--- src/rtl/wb_unit_pkg.sv ---
// Shared types and constants for the write-back stage and register scoreboard.
package wb_unit_pkg;

  localparam int unsigned NREG = 16;
  localparam int unsigned DW   = 16;
  localparam int unsigned CNTW = 2;
  localparam int unsigned AW   = $clog2(NREG);

  localparam logic [1:0] RW_NONE = 2'b00;
  localparam logic [1:0] RW_DEST = 2'b01;
  localparam logic [1:0] RW_R0   = 2'b10;
  localparam logic [1:0] RW_BOTH = 2'b11;

  localparam logic [AW-1:0]   R0_IDX  = '0;
  localparam logic [CNTW-1:0] CNT_MAX = '1;

  // Contents of the write-back register
  typedef struct packed {
    logic [1:0]    code;
    logic [AW-1:0] dest;
    logic [DW-1:0] data;
    logic [DW-1:0] r0;
  } wb_t;

  // Register r belongs to the write set of (dest, code); R0 is counted once for code 11 with dest 0
  function automatic logic in_set(input logic [AW-1:0] r, input logic [AW-1:0] dest,
                                  input logic [1:0] code);
    return (code[0] && (dest == r)) || (code[1] && (r == R0_IDX));
  endfunction

endpackage

--- src/rtl/wb_unit_if.sv ---
// Issue, MEM, register-file and operand-lookup signals of the write-back unit.
interface wb_unit_if;
  import wb_unit_pkg::*;

  logic          in_issue_valid;
  logic [AW-1:0] in_issue_dest;
  logic [1:0]    in_issue_regwrite;
  logic          out_issue_full;
  logic          in_mem_valid;
  logic [AW-1:0] in_mem_dest;
  logic [1:0]    in_mem_regwrite;
  logic          in_mem_memtoreg;
  logic [DW-1:0] in_alu_result;
  logic [DW-1:0] in_load_data;
  logic [DW-1:0] in_rem;
  logic [DW-1:0] out_data;
  logic [AW-1:0] out_wr_addr;
  logic [DW-1:0] out_r0;
  logic [1:0]    out_cntrl_regwrite;
  logic [AW-1:0] in_op1_addr;
  logic [AW-1:0] in_op2_addr;
  logic          out_op1_busy;
  logic          out_op2_busy;
  logic          out_op1_fwd;
  logic          out_op2_fwd;
  logic [DW-1:0] out_fwd_data1;
  logic [DW-1:0] out_fwd_data2;
  logic          out_sb_err;

  modport master (
    output in_issue_valid, in_issue_dest, in_issue_regwrite,
    output in_mem_valid, in_mem_dest, in_mem_regwrite, in_mem_memtoreg,
    output in_alu_result, in_load_data, in_rem, in_op1_addr, in_op2_addr,
    input  out_issue_full, out_data, out_wr_addr, out_r0, out_cntrl_regwrite,
    input  out_op1_busy, out_op2_busy, out_op1_fwd, out_op2_fwd,
    input  out_fwd_data1, out_fwd_data2, out_sb_err
  );

  modport slave (
    input  in_issue_valid, in_issue_dest, in_issue_regwrite,
    input  in_mem_valid, in_mem_dest, in_mem_regwrite, in_mem_memtoreg,
    input  in_alu_result, in_load_data, in_rem, in_op1_addr, in_op2_addr,
    output out_issue_full, out_data, out_wr_addr, out_r0, out_cntrl_regwrite,
    output out_op1_busy, out_op2_busy, out_op1_fwd, out_op2_fwd,
    output out_fwd_data1, out_fwd_data2, out_sb_err
  );

endinterface

--- src/rtl/wb_unit_sb_counter.sv ---
// One pending-write counter: saturates at both ends and flags the attempt.
module sb_counter
  import wb_unit_pkg::*;
(
  input  logic            clk,
  input  logic            rst,
  input  logic            inc,
  input  logic            dec,
  output logic [CNTW-1:0] cnt,
  output logic            err_c
);

  // Flag an increment at max or a decrement at zero
  always_comb begin
    err_c = 1'b0;
    if (inc && !dec && (cnt == CNT_MAX)) err_c = 1'b1;
    if (dec && !inc && (cnt == '0))      err_c = 1'b1;
  end

  // Counter update; inc and dec together cancel
  always_ff @(posedge clk) begin
    if (rst) begin
      cnt <= '0;
    end else if (inc && !dec && (cnt != CNT_MAX)) begin
      cnt <= cnt + CNTW'(1);
    end else if (dec && !inc && (cnt != '0)) begin
      cnt <= cnt - CNTW'(1);
    end
  end

endmodule

--- src/rtl/wb_unit.sv ---
// Write-back register, register-file write port and per-register pending-write scoreboard.
module wb_unit
  import wb_unit_pkg::*;
(
  input  logic     CLOCK,
  input  logic     in_rst,
  wb_unit_if.slave bus
);

  wb_t             wb;
  logic            sb_err;
  logic            full;
  logic [NREG-1:0] iss;
  logic [NREG-1:0] sat;
  logic [NREG-1:0] inc;
  logic [NREG-1:0] dec;
  logic [NREG-1:0] err;
  logic [CNTW-1:0] cnt [NREG];

  // Issue and retire write sets, and which counters are already full
  always_comb begin
    iss = '0;
    dec = '0;
    sat = '0;
    for (int unsigned i = 0; i < NREG; i++) begin
      iss[i] = bus.in_issue_valid && in_set(AW'(i), bus.in_issue_dest, bus.in_issue_regwrite);
      dec[i] = in_set(AW'(i), wb.dest, wb.code);
      sat[i] = (cnt[i] == CNT_MAX);
    end
  end

  // A retiring register frees its slot in the same cycle, so it never blocks issue
  assign full = |(iss & sat & ~dec);
  assign inc  = full ? '0 : iss;

  for (genvar g = 0; g < int'(NREG); g++) begin : g_cnt
    sb_counter u_cnt (
      .clk   (CLOCK),
      .rst   (in_rst),
      .inc   (inc[g]),
      .dec   (dec[g]),
      .cnt   (cnt[g]),
      .err_c (err[g])
    );
  end

  // WB register: capture a writing MEM result, otherwise drop the write and hold data
  always_ff @(posedge CLOCK) begin
    if (in_rst) begin
      wb <= '0;
    end else if (bus.in_mem_valid && (bus.in_mem_regwrite != RW_NONE)) begin
      wb <= '{code: bus.in_mem_regwrite,
              dest: bus.in_mem_dest,
              data: bus.in_mem_memtoreg ? bus.in_load_data : bus.in_alu_result,
              r0:   bus.in_rem};
    end else begin
      wb.code <= RW_NONE;
    end
  end

  // Sticky scoreboard error
  always_ff @(posedge CLOCK) begin
    if (in_rst) begin
      sb_err <= 1'b0;
    end else if (|err) begin
      sb_err <= 1'b1;
    end
  end

  // Operand lookup: busy when pending, forward when the only pending write is in WB now
  always_comb begin
    bus.out_op1_busy  = (cnt[bus.in_op1_addr] != '0);
    bus.out_op2_busy  = (cnt[bus.in_op2_addr] != '0);
    bus.out_op1_fwd   = (cnt[bus.in_op1_addr] == CNTW'(1)) && in_set(bus.in_op1_addr, wb.dest, wb.code);
    bus.out_op2_fwd   = (cnt[bus.in_op2_addr] == CNTW'(1)) && in_set(bus.in_op2_addr, wb.dest, wb.code);
    bus.out_fwd_data1 = ((bus.in_op1_addr == R0_IDX) && wb.code[1]) ? wb.r0 : wb.data;
    bus.out_fwd_data2 = ((bus.in_op2_addr == R0_IDX) && wb.code[1]) ? wb.r0 : wb.data;
  end

  assign bus.out_issue_full     = full;
  assign bus.out_data           = wb.data;
  assign bus.out_wr_addr        = wb.dest;
  assign bus.out_r0             = wb.r0;
  assign bus.out_cntrl_regwrite = wb.code;
  assign bus.out_sb_err         = sb_err;

endmodule

--- src/flat_wrapper.sv ---
// flat-port wrapper written by rule: the top's interface ports become plain ports
module wb_unit_flat import wb_unit_pkg::*;
  (CLOCK, in_rst, bus_in_issue_valid, bus_in_issue_dest, bus_in_issue_regwrite, bus_in_mem_valid, bus_in_mem_dest, bus_in_mem_regwrite, bus_in_mem_memtoreg, bus_in_alu_result, bus_in_load_data, bus_in_rem, bus_in_op1_addr, bus_in_op2_addr, bus_out_issue_full, bus_out_data, bus_out_wr_addr, bus_out_r0, bus_out_cntrl_regwrite, bus_out_op1_busy, bus_out_op2_busy, bus_out_op1_fwd, bus_out_op2_fwd, bus_out_fwd_data1, bus_out_fwd_data2, bus_out_sb_err);
  wb_unit_if bus_i ();
  input  logic CLOCK;
  input  logic in_rst;
  input wire logic [$bits(bus_i.in_issue_valid)-1:0] bus_in_issue_valid;
  input wire logic [$bits(bus_i.in_issue_dest)-1:0] bus_in_issue_dest;
  input wire logic [$bits(bus_i.in_issue_regwrite)-1:0] bus_in_issue_regwrite;
  input wire logic [$bits(bus_i.in_mem_valid)-1:0] bus_in_mem_valid;
  input wire logic [$bits(bus_i.in_mem_dest)-1:0] bus_in_mem_dest;
  input wire logic [$bits(bus_i.in_mem_regwrite)-1:0] bus_in_mem_regwrite;
  input wire logic [$bits(bus_i.in_mem_memtoreg)-1:0] bus_in_mem_memtoreg;
  input wire logic [$bits(bus_i.in_alu_result)-1:0] bus_in_alu_result;
  input wire logic [$bits(bus_i.in_load_data)-1:0] bus_in_load_data;
  input wire logic [$bits(bus_i.in_rem)-1:0] bus_in_rem;
  input wire logic [$bits(bus_i.in_op1_addr)-1:0] bus_in_op1_addr;
  input wire logic [$bits(bus_i.in_op2_addr)-1:0] bus_in_op2_addr;
  output wire logic [$bits(bus_i.out_issue_full)-1:0] bus_out_issue_full;
  output wire logic [$bits(bus_i.out_data)-1:0] bus_out_data;
  output wire logic [$bits(bus_i.out_wr_addr)-1:0] bus_out_wr_addr;
  output wire logic [$bits(bus_i.out_r0)-1:0] bus_out_r0;
  output wire logic [$bits(bus_i.out_cntrl_regwrite)-1:0] bus_out_cntrl_regwrite;
  output wire logic [$bits(bus_i.out_op1_busy)-1:0] bus_out_op1_busy;
  output wire logic [$bits(bus_i.out_op2_busy)-1:0] bus_out_op2_busy;
  output wire logic [$bits(bus_i.out_op1_fwd)-1:0] bus_out_op1_fwd;
  output wire logic [$bits(bus_i.out_op2_fwd)-1:0] bus_out_op2_fwd;
  output wire logic [$bits(bus_i.out_fwd_data1)-1:0] bus_out_fwd_data1;
  output wire logic [$bits(bus_i.out_fwd_data2)-1:0] bus_out_fwd_data2;
  output wire logic [$bits(bus_i.out_sb_err)-1:0] bus_out_sb_err;
  assign bus_i.in_issue_valid = bus_in_issue_valid;
  assign bus_i.in_issue_dest = bus_in_issue_dest;
  assign bus_i.in_issue_regwrite = bus_in_issue_regwrite;
  assign bus_i.in_mem_valid = bus_in_mem_valid;
  assign bus_i.in_mem_dest = bus_in_mem_dest;
  assign bus_i.in_mem_regwrite = bus_in_mem_regwrite;
  assign bus_i.in_mem_memtoreg = bus_in_mem_memtoreg;
  assign bus_i.in_alu_result = bus_in_alu_result;
  assign bus_i.in_load_data = bus_in_load_data;
  assign bus_i.in_rem = bus_in_rem;
  assign bus_i.in_op1_addr = bus_in_op1_addr;
  assign bus_i.in_op2_addr = bus_in_op2_addr;
  assign bus_out_issue_full = bus_i.out_issue_full;
  assign bus_out_data = bus_i.out_data;
  assign bus_out_wr_addr = bus_i.out_wr_addr;
  assign bus_out_r0 = bus_i.out_r0;
  assign bus_out_cntrl_regwrite = bus_i.out_cntrl_regwrite;
  assign bus_out_op1_busy = bus_i.out_op1_busy;
  assign bus_out_op2_busy = bus_i.out_op2_busy;
  assign bus_out_op1_fwd = bus_i.out_op1_fwd;
  assign bus_out_op2_fwd = bus_i.out_op2_fwd;
  assign bus_out_fwd_data1 = bus_i.out_fwd_data1;
  assign bus_out_fwd_data2 = bus_i.out_fwd_data2;
  assign bus_out_sb_err = bus_i.out_sb_err;
  wb_unit u_core (.CLOCK(CLOCK), .in_rst(in_rst), .bus(bus_i));
endmodule
--- config.mk ---
export PLATFORM = sky130hd
export DESIGN_NAME = wb_unit_flat
export DESIGN_NICKNAME = d
export VERILOG_FILES = /design/src/rtl/wb_unit_pkg.sv /design/src/rtl/wb_unit_if.sv /design/src/rtl/wb_unit_sb_counter.sv /design/src/rtl/wb_unit.sv /design/src/flat_wrapper.sv
export SDC_FILE = /design/constraint.sdc
export NUM_CORES = 1
export LEC_CHECK = 0
export ABC_AREA = 0
export BUFFER_PORTS_ARGS = -buffer_cell sky130_fd_sc_hd__buf_2
export CAP_MARGIN = 40
export CORE_ASPECT_RATIO = 1.2
export CORE_UTILIZATION = 56
export DETAILED_ROUTE_END_ITERATION = 7
export HOLD_SLACK_MARGIN = 0.05
export PLACE_DENSITY = 0.86
export SETUP_SLACK_MARGIN = 0.15
export SYNTH_ARGS = -nofsm -noshare
export SYNTH_HDL_FRONTEND = slang
export SYNTH_SLANG_ARGS = --single-unit
--- constraint.sdc ---
create_clock -name CLOCK -period 4.8 [get_ports CLOCK]
set_input_delay 0.96 -clock CLOCK [delete_from_list [all_inputs] [get_ports CLOCK]]
set_output_delay 0.96 -clock CLOCK [all_outputs]
set_load 0.02 [all_outputs]
==> reports/qor.yml, run 1 <==
cts:
  cts_buffer_depth: 2
  path_clk_slew_ns: 0.07
  hold_buffers: 0
  h-tree-depth: 3
  cts_num_sinks: 71
  root_buffer: "clkbuf_8"
  cts_buffers: 9
  cts_setup_buffers: 0
  cts_tree: "built"
  clock_latency_ns: 0.36
  cts_resized: 0
timing:
  rsz0062_at_grt: "false"
  fin_setup_tns_ns: 0
  fmax_mhz: 239
  layout_min_cycle_time_ns: 4.19
  period_share_pct: 87.2
  relSlewSlack_pct: 46.3
  final.setup_skew_ns: 0.0132
  hold_viol: 0
  final_max_slew_viol_count: 0
  setup_viol: 0
  worstMarginPinSlew_ns: 0.805
synth:
  ys_types: 63
  muxShareOfSynthArea_pct: 20.3
  yosysWarnings: 0
  synthCells: 559
  synth_edf_count: 0
  synthAdderAreaFrac_pct: 0
  synth-simple-area-share_pct: 22.8
  synth_xor_area_share_pct: 1.65
  ys_seq_area_share_pct: 29.7
  synth-async-reset-ratio_pct: 0
  synth_nets: 632
  synth_compound_area_share_pct: 21.6
  ys_seq_elements: 71
  synth_ff_type: "dfxtp_1"
  synth_top_family_by_area: "simple AND/OR/NAND/NOR gates"
  avgSynthCellArea_um2: 8.56
  synth_area_um2: 4780
detailed_routing:
  ant_nets: 0
  routed_wl_um: 15500
  routed_via_density: 6.40
  drtIter0Drc: 513
  firstDrtPassIters: 5
  vias: 5149
  drc: 0
  routedWlPerCell_um: 19.3
placement:
  portBuffers: 148
  gp_congestion: 1.05
  hpwl_um: 11700
layout:
  diodes: 0
  ff_latch_area_um2: 1420
  fill_cells: 693
  areaGrowthSynthToFinish_pct: 19.5
  layout-drive-gt1-share_pct: 34.1
  nets: 759
  multiInputGateArea_um2: 3170
power:
  power.switching_uw: 446
  sequentialPowerShare_pct: 47.3
  cellPowerDensity_nw_per_um2: 240
  internal-power_uw: 925
  p_comb_share_pct: 20.5
  swShare_pct: 32.5
  p_leak_nw: 2.41
  clkPwrFrac_pct: 32.2
  vdd_drop_max_mv: 0.202
  power.total_mw: 1.37
die:
  rows: 36
  io-pin-count: 149
  start_util_pct: 58.4
  core_um2: 8200
  die_h_um: 103
  dieArea_um2: 8920
  die_x_um: 86.4
critical_path:
  slowest_stage: "dfxtp_1"
  critPathTopFamily: "simple AND/OR/NAND/NOR gates"
  path_class: "reg -> out"
  cp_slowest_stage_delay_ns: 0.67
  crit_buf_inv: 2
  critPathCaptureType: "output pin"
  crit_required_ns: 3.84
  critPathArrivalTime_ns: 3.23
  path_max_fanout: 13
  worstPathCellList: "nor2b_1 -> a2111oi_0 -> buf_1 -> a211oi_4 -> o21ai_1 -> or2_2 -> buf_2"
  start_kind: "flop"
global_routing:
  grtUsageTotal_pct: 34.6
  grt_pass1_vias: 4730
  grt_pass1_wl_um: 23500
  overflow: 0
  antenna_found_initial: 0
  grt_start_max_net_pins: 53
hold_path:
  min_path_type: "reg -> reg"
run:
  drv_cap: 0
run_status:
  status: "completed"
-- synthesized netlist by cell type, types with 3 or more instances --
cell       count  area, um2
mux2_2        32        360
nand4bb_1      3       33.8
o21ai_0       26        130
nand3b_1       5       37.5
and2_1         5       31.3
and3_1         3       18.8
nand4b_1       5       43.8
nor4_1         7       43.8
nor2_1        42        158
a221oi_1       3       26.3
nor3_1        23        115
clkbuf_1      29        109
buf_2          3       15.0
xor2_1         6       52.6
a2111oi_0      7       61.3
mux2i_1       16        160
xnor2_1        3       26.3
a21oi_1       44        220
a211oi_1      35        263
dfxtp_1       71       1420
nand4_1        3       18.8
o21ai_1        3       15.0
buf_4          3       22.5
and3b_1        4       35.0
or3_1          5       31.3
nand2b_1      17        106
nand2_1       71        267
nand3_1        4       20.0
mux4_2        20        450
o21a_1         9       67.6
inv_1          7       26.3
or2_2          7       43.8
-- power by group through the flow --
stage	Sequential (mW)	Combinational, mW	Clock (mW)
finish	0.648	0.281	0.442
global route	0.651	0.301	0.466
CTS	0.647	0.279	0.437
detailed placement	0.660	0.278	0
global placement	0.659	0.271	0
floorplan	0.672	0.160	0
-- routing by layer --
layer	GRT usage, %	vias to the layer above	part of all wire, %
met3	6.75	78	9.0
met4	23.1	0	6.3
met5	0	-	0
met2	58.6	322	48
met1	39.9	2400	37
li1	-	2349	-
-- path summary, 6_finish.rpt --
path,from,to,slack [ns],depth (start not counted)
worst max-delay path,u_core.bus.out_wr_addr[0],bus_out_issue_full,0.61,7
worst max register to register,u_core.bus.out_wr_addr[0],u_core.bus.out_sb_err,0.99,9
worst min register to register,u_core.bus.out_r0[14],u_core.bus.out_r0[14],0.48,2
worst min-delay path,u_core.bus.out_r0[14],u_core.bus.out_r0[14],0.48,2
-- stage by stage --
| step | hold slack (ns) | cells | util [%] | setup WS (ns) | instance area, um2 |
|---|---|---|---|---|---|
| after floorplan | 0.485 | 559 | - | 1.06 | 4780 |
| after global placement | 0.462 | 788 | 67.6 | 0.771 | 5540 |
| after detailed placement | 0.475 | 789 | 67.6 | 0.926 | 5540 |
| after CTS | 0.484 | 804 | 69.7 | 0.670 | 5720 |
| after global routing | 0.519 | 804 | 69.7 | 0.520 | 5720 |
| final | 0.482 | 804 | 69.7 | 0.612 | 5720 |
-- cell usage in the layout (no fill, tap or decap), types with 6 or more instances in the layout --
master,netlist,layout
clkbuf_8,0,10
a2111oi_0,7,7
o21ai_0,26,25
nor2_1,42,42
o21a_1,9,9
dfxtp_1,71,71
nand2_1,71,71
a21oi_1,44,44
or2_2,7,7
buf_2,3,148
xor2_1,6,6
mux4_2,20,20
nor3_1,23,23
nand2b_1,17,17
a211oi_1,35,35
mux2_2,32,32
mux2i_1,16,16
inv_1,7,7
nor4_1,7,7
-- cell families (layout without fill, tap and decap cells) --
group | count (synthesis) | in the layout
buffers and inverters | 45 | 176
AND/OR/NAND/NOR | 213 | 213
XOR/XNOR | 9 | 9
flip-flops | 71 | 71
AO/OA/AOI/OAI | 153 | 153
multiplexers | 68 | 68
-- cell type report --
| type | count | share of cell area, % |
|---|---|---|
| multi-input combinational | 443 | 55.5 |
| sequential | 71 | 24.9 |
| timing repair buffer | 154 | 13.7 |
| tap | 114 | 2.50 |
| clock buffer | 10 | 2.41 |
| clock inverter | 5 | 0.613 |
| inverter | 7 | 0.460 |
-- sequential cells by signal, summed over array words and instances (netlist names) --
register / cells
u_core.bus.out_cntrl_regwrite: 2
u_core.bus.out_data: 16
u_core.bus.out_wr_addr: 4
u_core.bus.out_r0: 16
u_core.bus.out_sb_err: 1
u_core.g_cnt.u_cnt.cnt: 32
-- worst min-delay path: stages, from the launching register on --
cell and delay, ns:
dfxtp_1 0.33, nand2_1 0.06, a21oi_1 0.05
Power figures use the tool's default switching activity.
==> inputs of run 2 (changes only) <==
CORE_ASPECT_RATIO = 1.1   (was 1.2)
==> run 2 against run 1 <==
Effect of this change:
- maximum frequency rose by 2.9%
- cell count fell by 0.37%
- critical endpoint unchanged
- highest routed layer unchanged
- register-to-register slack improved by 0.18 ns
- largest power group unchanged
- total power rose by 5.6%
==> reports/qor.yml, run 2 (synthesized netlist as in run 1, its figures left out) <==
layout:
  largest_register_ffs: 32  # unchanged
  diodes: 0  # unchanged
  fill_cells: 668  # -3.6%
  layout_common_cells: "buf_2, nand2_1, dfxtp_1"
  layout_commonest_cell: "buf_2"
  largest_register: "u_core.g_cnt.u_cnt.cnt"
  design_area_um2: 5750  # +0.53%
  layout-drive-gt1-share_pct: 34.2  # +0.14 points
  nets: 758  # -0.13%
  areaGrowthSynthToFinish_pct: 20.1
  final_cells: 801  # -0.37%
  utilization_pct: 69.1  # -0.67 points
cts:
  cts_buffers: 9  # unchanged
  cts_resized: 0  # unchanged
  cts_buffer_depth: 2  # unchanged
  root_buffer: "clkbuf_8"
  path_clk_slew_ns: 0.08  # about the same
  cts_num_sinks: 71  # unchanged
  cts_setup_buffers: 0  # unchanged
  h-tree-depth: 3  # unchanged
  cts_tree: "built"
  hold_buffers: 0  # unchanged
  clock_latency_ns: 0.35  # about the same
critical_path:
  start_kind: "flop"
  path_max_fanout: 13  # unchanged
  rrSetupSlack_ns: 1.17  # +0.18 ns
  path_class: "reg -> out"
  crit_required_ns: 3.84  # about the same
  critPathCaptureType: "output pin"
  critPathArrivalTime_ns: 3.11  # -0.12 ns
detailed_routing:
  drtIter0Drc: 456  # -11%
  drc: 0  # unchanged
  routed_via_density: 6.40  # about the same
  vias: 5128  # -0.41%
  ant_nets: 0  # unchanged
  routedWlPerCell_um: 19.0  # -1.4%
  routed_wl_um: 15200  # -1.8%
  firstDrtPassIters: 7  # +2
run_status:
  status: "completed"
global_routing:
  grt_pass1_vias: 5036  # +6.5%
  grtUsageTotal_pct: 34.0  # -0.55 points
  grt_pass1_wl_um: 24000  # +2.1%
  antenna_found_initial: 0  # unchanged
  grt_start_max_net_pins: 53  # unchanged
  overflow: 0  # unchanged
placement:
  place_inst: 785  # -0.51%
  portBuffers: 148  # unchanged
  dp_worst_setup_slack_ns: 0.942  # +0.0158 ns
  gp_congestion: 0.978  # -6.6%
  placed_cell_area_um2: 5540  # -0.14%
  hpwl_um: 11600  # -0.42%
die:
  start_util_pct: 57.5  # -0.86 points
  io-pin-count: 149  # unchanged
  core_um2: 8320  # +1.5%
  dieArea_um2: 8920  # about the same
  die_x_um: 90.1  # +4.3%
  die_h_um: 98.9  # -4.2%
  rows: 35  # -2.8%
timing:
  layout_min_cycle_time_ns: 4.07  # -0.117 ns
  whs_ns: 0.484  # +0.00193 ns
  setup_viol: 0  # unchanged
  rsz0062_at_grt: "false"
  period_share_pct: 84.8  # -2.4 points
  relSlewSlack_pct: 34.4  # -12 points
  hold_viol: 0  # unchanged
  fin_setup_tns_ns: 0  # unchanged
  fmax_mhz: 246  # +2.9%
  final_max_slew_viol_count: 0  # unchanged
  final.setup_skew_ns: 0.0118  # -0.00142 ns
  worstMarginPinSlew_ns: 0.959  # +0.154 ns
  setup_slack_ns: 0.729  # +0.117 ns
power:
  p_leak_nw: 2.42  # +0.62%
  vdd_drop_max_mv: 0.164  # -19%
  power.total_mw: 1.45  # +5.6%
  cellPowerDensity_nw_per_um2: 252  # +5.0%
run:
  drv_cap: 0  # unchanged
hold_path:
  min_path_type: "reg -> reg"
[run 2: layout make-up]
cell class / count / area (um2) / share of cell area [%]
clock inverter: 6 / 72.6 / 1.26
multi-input combinational: 443 / 3170 / 55.2
clock buffer: 10 / 138 / 2.40
inverter: 7 / 26.3 / 0.457
timing repair buffer: 153 / 778 / 13.5
sequential: 71 / 1420 / 24.7
tap: 111 / 139 / 2.42
[run 2: critical path, stage by stage (launching register included)]
cell	delay [ns]
dfxtp_1	0.68
nor2b_1	0.59
a2111oi_0	0.35
a211oi_4	0.47
o21ai_1	0.20
or2_2	0.32
buf_2	0.16
[run 2: path summary, 6_finish.rpt]
path,start,endpoint,depth (start not counted)
hold / removal,u_core.bus.out_r0[8],u_core.bus.out_r0[8],2
setup reg to reg,u_core.bus.out_wr_addr[0],u_core.bus.out_sb_err,8
hold reg to reg,u_core.bus.out_r0[8],u_core.bus.out_r0[8],2
setup / recovery,u_core.bus.out_wr_addr[0],bus_out_issue_full,6
[run 2: routing by layer]
metal | up-vias | global-route usage, % | part of all wire [%]
met5 | - | 0 | 0
met3 | 81 | 6.56 | 7.9
met1 | 2397 | 35.8 | 36
met2 | 308 | 60.4 | 49
met4 | 0 | 25.4 | 6.6
li1 | 2342 | - | -
[run 2: power breakdown]
group / switching, mW / internal (mW) / leakage [nW]
combinational: 0.165 / 0.113 / 1.74
clock: 0.259 / 0.262 / 0.104
sequential: 0.0354 / 0.613 / 0.580
